### config.mk
export PLATFORM = sky130hd
export DESIGN_NAME = deser_fifo_flat
export DESIGN_NICKNAME = d
export VERILOG_FILES = /design/src/rtl/deser_fifo_if.sv /design/src/rtl/deser_fifo.sv /design/src/flat_wrapper.sv
export SDC_FILE = /design/constraint.sdc
export NUM_CORES = 1
export LEC_CHECK = 0
export ABC_AREA = 1
export BUFFER_PORTS_ARGS = -buffer_cell sky130_fd_sc_hd__buf_2
export CAP_MARGIN = 0
export CORE_UTILIZATION = 55
export DETAILED_ROUTE_END_ITERATION = 10
export GPL_ROUTABILITY_DRIVEN = 0
export HOLD_SLACK_MARGIN = 0.1
export PLACE_DENSITY = 0.82
export SYNTH_ARGS = -nofsm -noshare
export SYNTH_HDL_FRONTEND = slang
export SYNTH_SLANG_ARGS = --single-unit
### constraint.sdc
create_clock -name clock_1MHz -period 1.7 [get_ports clock_1MHz]
set_input_delay 0.255 -clock clock_1MHz [delete_from_list [all_inputs] [get_ports clock_1MHz]]
set_output_delay 0.255 -clock clock_1MHz [all_outputs]
set_load 0.02 [all_outputs]
### src/rtl/deser_fifo_if.sv
// deser_fifo_if: serial capture / FIFO bus.
//   master: drives data_in, write_in, enqueue_in, dequeue_in; observes status and data.
//   slave : the deser_fifo block itself.
//   Status/data: status_out, word_ready_out, data_out[WIDTH], data_valid_out,
//                len_out[$clog2(DEPTH)+1], full_out, empty_out, overflow_out, underflow_out.
interface deser_fifo_if #(
    parameter int WIDTH = 8,
    parameter int DEPTH = 4
);
    logic                     data_in;
    logic                     write_in;
    logic                     enqueue_in;
    logic                     dequeue_in;
    logic                     status_out;
    logic                     word_ready_out;
    logic [WIDTH-1:0]         data_out;
    logic                     data_valid_out;
    logic [$clog2(DEPTH):0]   len_out;
    logic                     full_out;
    logic                     empty_out;
    logic                     overflow_out;
    logic                     underflow_out;

    modport master (
        output data_in, write_in, enqueue_in, dequeue_in,
        input  status_out, word_ready_out, data_out, data_valid_out,
        input  len_out, full_out, empty_out, overflow_out, underflow_out
    );

    modport slave (
        input  data_in, write_in, enqueue_in, dequeue_in,
        output status_out, word_ready_out, data_out, data_valid_out,
        output len_out, full_out, empty_out, overflow_out, underflow_out
    );
endinterface

### src/rtl/deser_fifo.sv
// deser_fifo: serial-to-parallel shifter feeding a DEPTH-entry circular FIFO.
//   clock_1MHz : system clock, rising edge
//   rst        : synchronous active-low reset
//   bus        : deser_fifo_if.slave (serial in, enqueue/dequeue requests,
//                popped word, occupancy and sticky error flags)
// Bits shift in while the shifter is accepting; a completed word is held until
// an enqueue edge pushes it. Dequeue edges pop the head to a registered output.
module deser_fifo #(
    parameter int WIDTH     = 8,
    parameter int DEPTH     = 4,
    parameter bit MSB_FIRST = 1'b1
) (
    input  logic         clock_1MHz,
    input  logic         rst,
    deser_fifo_if.slave  bus
);
    localparam int AW = $clog2(DEPTH);
    localparam int CW = $clog2(WIDTH);
    localparam logic [AW:0]   LEN_ONE = (AW+1)'(1);
    localparam logic [AW:0]   LEN_MAX = (AW+1)'(DEPTH);
    localparam logic [CW-1:0] CNT_LAST = CW'(WIDTH-1);

    typedef enum logic {S_SHIFT, S_HELD} state_t;

    state_t           state_q, state_d;
    logic [CW-1:0]    bit_cnt;
    logic [WIDTH-1:0] shift_q, shift_d;
    logic [WIDTH-1:0] mem [DEPTH];
    logic [AW-1:0]    wr_ptr, rd_ptr;
    logic [AW:0]      len_q, len_d;
    logic             full_q, empty_q;
    logic             enq_q, deq_q;
    logic             enq_edge, deq_edge, do_enq, do_deq;
    logic             shift_en, last_bit;
    logic [WIDTH-1:0] dout_q;
    logic             dvld_q, ovf_q, unf_q;

    always_comb begin
        enq_edge = bus.enqueue_in & ~enq_q;
        deq_edge = bus.dequeue_in & ~deq_q;
        shift_en = (state_q == S_SHIFT) & bus.write_in;
        last_bit = shift_en & (bit_cnt == CNT_LAST);
        do_deq   = deq_edge & ~empty_q;
        // A full FIFO still accepts a push when the head leaves in the same cycle.
        do_enq   = enq_edge & (state_q == S_HELD) & (~full_q | do_deq);

        if (MSB_FIRST) shift_d = {shift_q[WIDTH-2:0], bus.data_in};
        else           shift_d = {bus.data_in, shift_q[WIDTH-1:1]};

        len_d = len_q;
        if (do_enq & ~do_deq)      len_d = len_q + LEN_ONE;
        else if (do_deq & ~do_enq) len_d = len_q - LEN_ONE;
    end

    always_comb begin
        state_d = state_q;
        case (state_q)
            S_SHIFT: if (last_bit) state_d = S_HELD;
            S_HELD:  if (do_enq)   state_d = S_SHIFT;
            default: state_d = S_SHIFT;
        endcase
    end

    always_ff @(posedge clock_1MHz) begin
        if (!rst) begin
            state_q <= S_SHIFT;
            bit_cnt <= '0;
            shift_q <= '0;
            wr_ptr  <= '0;
            rd_ptr  <= '0;
            len_q   <= '0;
            full_q  <= 1'b0;
            empty_q <= 1'b1;
            enq_q   <= 1'b0;
            deq_q   <= 1'b0;
            dout_q  <= '0;
            dvld_q  <= 1'b0;
            ovf_q   <= 1'b0;
            unf_q   <= 1'b0;
        end else begin
            state_q <= state_d;
            enq_q   <= bus.enqueue_in;
            deq_q   <= bus.dequeue_in;
            if (shift_en) begin
                shift_q <= shift_d;
                bit_cnt <= last_bit ? '0 : bit_cnt + CW'(1);
            end
            if (do_enq) wr_ptr <= wr_ptr + AW'(1);
            if (do_deq) begin
                rd_ptr <= rd_ptr + AW'(1);
                dout_q <= mem[rd_ptr];
            end
            dvld_q  <= do_deq;
            len_q   <= len_d;
            full_q  <= (len_d == LEN_MAX);
            empty_q <= (len_d == '0);
            if (enq_edge & (state_q == S_HELD) & full_q & ~do_deq) ovf_q <= 1'b1;
            if (deq_edge & empty_q)                                unf_q <= 1'b1;
        end
    end

    // Storage has no reset; stale entries are never read because len_q gates pops.
    always_ff @(posedge clock_1MHz) begin
        if (rst && do_enq) mem[wr_ptr] <= shift_q;
    end

    assign bus.status_out     = (state_q == S_SHIFT);
    assign bus.word_ready_out = (state_q == S_HELD);
    assign bus.data_out       = dout_q;
    assign bus.data_valid_out = dvld_q;
    assign bus.len_out        = len_q;
    assign bus.full_out       = full_q;
    assign bus.empty_out      = empty_q;
    assign bus.overflow_out   = ovf_q;
    assign bus.underflow_out  = unf_q;
endmodule

### src/flat_wrapper.sv
// flat-port wrapper written by rule: the top's interface ports become plain ports
module deser_fifo_flat 
#(
    parameter int WIDTH     = 8,
    parameter int DEPTH     = 4,
    parameter bit MSB_FIRST = 1'b1
)
  (clock_1MHz, rst, bus_data_in, bus_write_in, bus_enqueue_in, bus_dequeue_in, bus_status_out, bus_word_ready_out, bus_data_out, bus_data_valid_out, bus_len_out, bus_full_out, bus_empty_out, bus_overflow_out, bus_underflow_out);
  deser_fifo_if #(.WIDTH(WIDTH), .DEPTH(DEPTH)) bus_i ();
  input  logic clock_1MHz;
  input  logic rst;
  input wire logic [$bits(bus_i.data_in)-1:0] bus_data_in;
  input wire logic [$bits(bus_i.write_in)-1:0] bus_write_in;
  input wire logic [$bits(bus_i.enqueue_in)-1:0] bus_enqueue_in;
  input wire logic [$bits(bus_i.dequeue_in)-1:0] bus_dequeue_in;
  output wire logic [$bits(bus_i.status_out)-1:0] bus_status_out;
  output wire logic [$bits(bus_i.word_ready_out)-1:0] bus_word_ready_out;
  output wire logic [$bits(bus_i.data_out)-1:0] bus_data_out;
  output wire logic [$bits(bus_i.data_valid_out)-1:0] bus_data_valid_out;
  output wire logic [$bits(bus_i.len_out)-1:0] bus_len_out;
  output wire logic [$bits(bus_i.full_out)-1:0] bus_full_out;
  output wire logic [$bits(bus_i.empty_out)-1:0] bus_empty_out;
  output wire logic [$bits(bus_i.overflow_out)-1:0] bus_overflow_out;
  output wire logic [$bits(bus_i.underflow_out)-1:0] bus_underflow_out;
  assign bus_i.data_in = bus_data_in;
  assign bus_i.write_in = bus_write_in;
  assign bus_i.enqueue_in = bus_enqueue_in;
  assign bus_i.dequeue_in = bus_dequeue_in;
  assign bus_status_out = bus_i.status_out;
  assign bus_word_ready_out = bus_i.word_ready_out;
  assign bus_data_out = bus_i.data_out;
  assign bus_data_valid_out = bus_i.data_valid_out;
  assign bus_len_out = bus_i.len_out;
  assign bus_full_out = bus_i.full_out;
  assign bus_empty_out = bus_i.empty_out;
  assign bus_overflow_out = bus_i.overflow_out;
  assign bus_underflow_out = bus_i.underflow_out;
  deser_fifo #(.WIDTH(WIDTH), .DEPTH(DEPTH), .MSB_FIRST(MSB_FIRST)) u_core (.clock_1MHz(clock_1MHz), .rst(rst), .bus(bus_i));
endmodule
==> results of run 1 <==
[worst max-delay path by stage]
stage | from | endpoint | slack (ps) | depth (start not counted)
floorplan | u_core.bus.word_ready_out$_SDFF_PN0_ | u_core.mem[0][0]$_DFFE_PP_ | 70 | 4
global placement | u_core.bus.empty_out$_SDFF_PN1_ | u_core.mem[0][7]$_DFFE_PP_ | 300 | 5
detailed placement | u_core.deq_q$_SDFF_PN0_ | u_core.mem[3][6]$_DFFE_PP_ | 200 | 6
CTS | u_core.deq_q$_SDFF_PN0_ | u_core.mem[3][4]$_DFFE_PP_ | 190 | 6
global route | u_core.bus.word_ready_out$_SDFF_PN0_ | u_core.mem[3][1]$_DFFE_PP_ | 100 | 5
finish | u_core.bus.empty_out$_SDFF_PN1_ | u_core.mem[3][0]$_DFFE_PP_ | 220 | 5
[metrics by stage]
step                worst slack [ps]  instances  area, um^2  util (%)
finish                           216        371        3100      65.6
global placement                 301        355        2910      61.5
global route                    99.8        371        3100      65.6
CTS                              189        371        3100      65.6
detailed placement               202        355        2910      61.5
floorplan                       66.2        266        2700         -
[tightest hold or removal path, stage by stage]
cell and delay, ps:
buf_2 110, nand2_1 50, inv_1 40
[flip-flops by register name, summed over array words and instances (netlist names), 2 cells and up]
name / cells
u_core.wr_ptr: 2
u_core.shift_q: 8
u_core.bus.len_out: 3
u_core.rd_ptr: 2
u_core.mem: 32
u_core.bus.data_out: 8
u_core.bit_cnt: 3
[power groups by stage]
stage	Clock [mW]	Combinational [mW]	Sequential [mW]
2_1_floorplan	0	0.315	1.92
3_3_place_gp	0	0.487	1.85
3_5_place_dp	0	0.503	1.86
4_1_cts	1.26	0.509	1.82
5_1_grt	1.32	0.567	1.83
6_report	1.24	0.508	1.82
[routing by layer]
| metal | wire, um | up-vias |
|---|---|---|
| met1 | 2560 | 915 |
| li1 | - | 961 |
| met3 | 139 | 10 |
| met2 | 2400 | 40 |
| met4 | 76 | 0 |
| met5 | 0 | - |
[cells by family (layout without fill, tap and decap cells)]
family          after synthesis  after routing  synth area share (%)
fa+ha+maj                     8              8                  3.70
buf+inv                      44             82                  6.99
simple gates                 83             83                  14.9
flops                        66             66                  60.7
xor+xnor                      1              1                 0.324
compound gates               64             64                  13.3
[cell type report]
cell class / count / share of cell area [%]
inverter: 35 / 4.24
clock inverter: 2 / 0.283
clock buffer: 14 / 5.94
timing repair buffer: 31 / 5.65
sequential: 66 / 53.0
multi-input combinational: 156 / 28.2
tap: 67 / 2.71
[cells in the final DEF (no fill, tap or decap), types with 11 or more instances in the layout]
cell type / Yosys / layout
buf_2: 4 / 23
clkbuf_8: 0 / 11
dfxtp_1: 34 / 34
edfxtp_1: 32 / 32
inv_1: 35 / 35
nand2_1: 18 / 18
nor2_1: 43 / 43
o21ai_0: 38 / 38
==> Implementation_results.wiki, run 1 <==
{| class="wikitable"
! Metric !! Value
|-
| Run status || finished, final reports clean
|-
| Area taken by flip-flops and latches || 1640 um^2
|-
| Library cell with the largest summed area after synthesis || edfxtp_1
|-
| Setup repair after global routing missed its margin || no
|-
| Normalized max-slew margin || 73.1%
|-
| Worst hold start || bus_enqueue_in
|-
| Total via count in the routed design || 1926
|-
| Synthesis-stage register bit count || 66
|-
| Worst reg2reg path depth || 5
|-
| First-pass GRT wire length || 8420 um
|-
| Max H-tree Level || 3
|-
| Worst min path class || input port to register
|-
| Switching pwr || 0.945 mW
|-
| Part of the power in registers || 51.1%
|-
| Final-stage net count || 313
|-
| DRT Pass-1 Iters || 4
|-
| Remaining Overflow, GRT || 0
|-
| GRT Total Usage || 22.0%
|-
| Area of the die || 5200 um^2
|-
| Clock buffer count from CTS || 9
|-
| Number of hold-repair buffers added at the cts stage || 0
|-
| Critical Path Source Type || register
|-
| CTS tree || done
|-
| Average detailed-routed wire length per instance || 14.0 um
|-
| Clock root buffer || clkbuf_8
|-
| Number of ports placed on the die boundary || 24
|-
| List of most frequent post-synthesis cells || nor2_1, o21ai_0, inv_1
|-
| Clock latency reported for the late side of the worst-skew pair || 340 ps
|-
| Cells taking the most area after synthesis || edfxtp_1, dfxtp_1, o21ai_0, nor2_1, inv_1
|-
| Footprint of the multi-input gates || 873 um^2
|-
| Overall routed net length || 5180 um
|-
| Biggest cell delay along the critical path || 350 ps
|-
| Depth of the worst hold-timing path || 3
|-
| GR Layer Usage met3 || 5.42%
|-
| Met2 Track Usage GR || 33.9%
|-
| Shortest clock period the worst path allows after layout || 1480 ps
|-
| Commonest register cell after synthesis || dfxtp_1
|-
| Final setup viols || 0
|-
| Detailed-route DRC error count || 0
|-
| Required time at the endpoint of the critical path || 1750 ps
|-
| Async set or reset register ratio after synthesis || 0%
|-
| Remaining number of nets flagged by the antenna check after routing || 0
|-
| DRC violation total after the first TritonRoute iteration || 165
|-
| Power share of the combinational group || 14.2%
|-
| P per Cell Area || 1150 nW/um^2
|-
| Cts repair resizes || 0
|-
| Critical path buffer and inverter count || 1
|-
| Vias per inst || 5.19
|-
| Largest fanout on the critical path || 8
|-
| Pin count of the biggest net entering global routing || 18
|-
| Synth warn || 0
|-
| Highest clock rate || 674 MHz
|-
| Register-to-Register Setup Slack || 220 ps
|-
| GR Util met1 || 29.2%
|-
| Switching fraction of total power || 26.4%
|-
| Portion of the clock cycle consumed by the worst path in the final layout || 87.3%
|-
| Crit Reg-Reg Startpoint || u_core.bus.empty_out$_SDFF_PN1_
|-
| Per-instance average area after synthesis || 10.2 um^2
|-
| Number of global-route vias before repair || 1732
|-
| Top-count cell post-synth || nor2_1
|-
| Internal power contribution || 2.63 mW
|-
| Final hold vios || 0
|-
| Area growth from synthesis to layout || 14.6%
|-
| Cell chain of the critical path || nand3b_4 -> nand2_1 -> nand3_1 -> nor2_1 -> buf_4
|-
| Total of fill cells in the finished design || 365
|-
| Area share of the leading cell type in the synthesized netlist || 35.5%
|-
| Clock-pin slew on the worst setup and hold paths || 70 ps
|-
| Cell area after synthesis || 2700 um^2
|-
| EDFF count, synth || 32
|-
| Number of sinks on the clock net || 66
|-
| Most congested layer reported by global routing || met2
|-
| Number of pins exceeding their max-slew limit in the final report || 0
|-
| Worst reg2reg endpoint || u_core.mem[3][0]$_DFFE_PP_
|-
| DP HPWL || 3640 um
|-
| Pwr Total || 3.57 mW
|-
| Type of the setup path with the least slack || register to register
|-
| Die span in x || 72.1 um
|-
| Number of buffers inserted by port buffering || 23
|-
| Height of the die || 72.1 um
|-
| Initial antenna violation count || 0
|-
| Worst-Margin Slew || 403 ps
|-
| Portion of total power attributed to the clock network || 34.7%
|-
| Post-Route Skew || 9.99 ps
|-
| Post-synthesis sequential area ratio || 60.7%
|-
| Starting Density || 57.2%
|-
| Standard cell core area || 4720 um^2
|-
| Core Rows || 25
|-
| Number of buffers inserted by post-CTS setup repair || 0
|-
| Max-capacitance violation count || 0
|-
| Worst hold margin || 138 ps
|-
| Cell count after synthesis || 266
|-
| Diode count || 0
|-
| Gate family responsible for the most delay along the worst path || simple AND/OR/NAND/NOR gates
|-
| Max VDD drop || 0.473 mV
|-
| Post-synthesis net count || 280
|-
| Signal arrival time at the worst endpoint || 1530 ps
|-
| Worst hold endpoint || u_core.enq_q$_SDFF_PN0_
|-
| Bufs on Longest Clock Path || 2
|-
| Sum of negative setup slack || 0 ps
|-
| Static Leakage || 1.35 nW
|-
| Highest-delay cell along the critical path || dfxtp_1
|-
| Yosys cell types || 26
|-
| Share of post-route cells with drive strength above 1 || 19.4%
|-
| Nature of the critical path endpoint || register
|}
No activity file was read; power rests on OpenSTA's default activity.
==> run 2: changes to the inputs <==
--- a/config.mk
+++ b/config.mk
@@ -13,6 +13,7 @@
 export GPL_ROUTABILITY_DRIVEN = 0
 export HOLD_SLACK_MARGIN = 0.1
 export PLACE_DENSITY = 0.82
+export REMOVE_ABC_BUFFERS = 1
 export SYNTH_ARGS = -nofsm -noshare
 export SYNTH_HDL_FRONTEND = slang
 export SYNTH_SLANG_ARGS = --single-unit
==> run 2 against run 1 <==
Net effect:
- sequential share of layout area grew 0.39 points
- cell area decreased by 0.73%
- clock power down 9.7%
- utilization fell by 0.48 points
- global-route usage grew 0.19 points
- worst hold slack improved by 20 ps
- critical path depth unchanged
- sequential power is essentially flat
- combinational power barely moved
- wire length grew 0.79%
- highest routed layer unchanged
==> Implementation_results.wiki, run 2 (synthesized netlist as in run 1, its figures left out) <==
{| class="wikitable"
! Metric !! Value
|-
| Critical Path Source Type || register
|-
| Required time at the endpoint of the critical path || 1740 ps
|-
| Most frequent cells in the layout || nor2_1, o21ai_0, inv_1
|-
| Worst-Margin Slew || 387 ps
|-
| Clock buffer count from CTS || 9
|-
| Signal arrival time at the worst endpoint || 1540 ps
|-
| Setup repair after global routing missed its margin || no
|-
| Power share of the combinational group || 14.7%
|-
| P per Cell Area || 1120 nW/um^2
|-
| Layout Cells excl Fill || 371
|-
| DRT Pass-1 Iters || 5
|-
| Pwr Total || 3.45 mW
|-
| Worst hold margin || 159 ps
|-
| Detailed-route DRC error count || 0
|-
| Post-Route Skew || 9.92 ps
|-
| Largest fanout on the critical path || 8
|-
| Pin count of the biggest net entering global routing || 26
|-
| Total via count in the routed design || 1900
|-
| Diode count || 0
|-
| Number of hold-repair buffers added at the cts stage || 0
|-
| Final-stage net count || 313
|-
| Static Leakage || 1.33 nW
|-
| Bufs on Longest Clock Path || 2
|-
| DRC violation total after the first TritonRoute iteration || 172
|-
| Height of the die || 72.1 um
|-
| Standard cell area after detailed placement || 2910 um^2
|-
| Placed cell count || 355
|-
| Final hold vios || 0
|-
| Number of pins exceeding their max-slew limit in the final report || 0
|-
| Number of ports placed on the die boundary || 24
|-
| Largest register by flop count || u_core.mem
|-
| Area taken by flip-flops and latches || 1640 um^2
|-
| Area of the die || 5200 um^2
|-
| Normalized max-slew margin || 74.2%
|-
| Worst hold start || bus_enqueue_in
|-
| Internal power contribution || 2.49 mW
|-
| Max reg flops || 32
|-
| Post-route standard cell area excluding fillers || 3080 um^2
|-
| GRT Total Usage || 22.2%
|-
| Switching pwr || 0.968 mW
|-
| Standard cell core area || 4720 um^2
|-
| Overall routed net length || 5220 um
|-
| Final setup viols || 0
|-
| Number of buffers inserted by port buffering || 23
|-
| Portion of the clock cycle consumed by the worst path in the final layout || 88.1%
|-
| Die span in x || 72.1 um
|-
| Worst min path class || input port to register
|-
| Highest clock rate || 668 MHz
|-
| Max-capacitance violation count || 0
|-
| Clock-pin slew on the worst setup and hold paths || 70 ps
|-
| First-pass GRT wire length || 8490 um
|-
| Remaining number of nets flagged by the antenna check after routing || 0
|-
| Area growth from synthesis to layout || 13.7%
|-
| Clock latency reported for the late side of the worst-skew pair || 330 ps
|-
| Vias per inst || 5.12
|-
| DP HPWL || 3610 um
|-
| Switching fraction of total power || 28.0%
|-
| Portion of total power attributed to the clock network || 32.5%
|-
| Clock root buffer || clkbuf_8
|-
| Minimum setup slack in the final design || 202 ps
|-
| Number of global-route vias before repair || 1753
|-
| Footprint of the multi-input gates || 873 um^2
|-
| Commonest non-fill, non-tap cell in the layout || nor2_1
|-
| Post-Route Utilization || 65.1%
|-
| Core Rows || 25
|-
| Total of fill cells in the finished design || 362
|-
| Nature of the critical path endpoint || register
|-
| Share of post-route cells with drive strength above 1 || 19.7%
|-
| Crit Reg-Reg Startpoint || u_core.bus.word_ready_out$_SDFF_PN0_
|-
| CP Launch Point || u_core.bus.word_ready_out$_SDFF_PN0_
|-
| Part of the power in registers || 52.8%
|-
| Post-placement worst setup slack || 204 ps
|-
| Average detailed-routed wire length per instance || 14.1 um
|-
| CTS tree || done
|-
| Max VDD drop || 0.634 mV
|-
| Run status || finished, final reports clean
|-
| Number of buffers inserted by post-CTS setup repair || 0
|-
| Initial antenna violation count || 0
|-
| Type of the setup path with the least slack || register to register
|-
| Cts repair resizes || 0
|-
| Shortest clock period the worst path allows after layout || 1500 ps
|-
| Starting Density || 57.2%
|-
| Sum of negative setup slack || 0 ps
|-
| Remaining Overflow, GRT || 0
|-
| Max H-tree Level || 3
|-
| Number of sinks on the clock net || 66
|}
[run 2: final cells by class]
class	instances	area share, %
clock buffer	10	4.48
clock inverter	6	1.06
inverter	35	4.27
multi-input combinational	156	28.4
sequential	66	53.4
tap	67	2.73
timing repair buffer	31	5.70
[run 2: critical path, cell delays in order (launching register included)]
cell and delay (ps):
dfxtp_1 410, nand2_2 90, nor2_4 160, nand3_1 210, nor2_1 160, buf_4 180
[run 2: power groups by stage]
stage / sequential [mW] / combinational (mW) / clock (mW)
after floorplan: 1.93 / 0.271 / 0
after global placement: 1.85 / 0.489 / 0
after detailed placement: 1.86 / 0.500 / 0
after CTS: 1.82 / 0.508 / 1.14
after global routing: 1.83 / 0.569 / 1.22
final: 1.82 / 0.506 / 1.12
[run 2: final timing paths]
check	to	slack (ps)	cells after the start
setup / recovery	u_core.mem[0][2]$_DFFE_PP_	200	5
hold reg to reg	u_core.bus.underflow_out$_SDFFE_PN0P_	460	2
hold / removal	u_core.enq_q$_SDFF_PN0_	160	3
setup reg to reg	u_core.mem[0][2]$_DFFE_PP_	200	5
[run 2: layer usage]
metal  vias to the layer above  part of all wire [%]  GRT usage, %
li1                        955                     -             -
met1                       885                    46          28.9
met2                        49                    47          33.5
met3                        11                   4.3          6.94
met4                         0                   2.4          11.3
met5                         -                     0             0
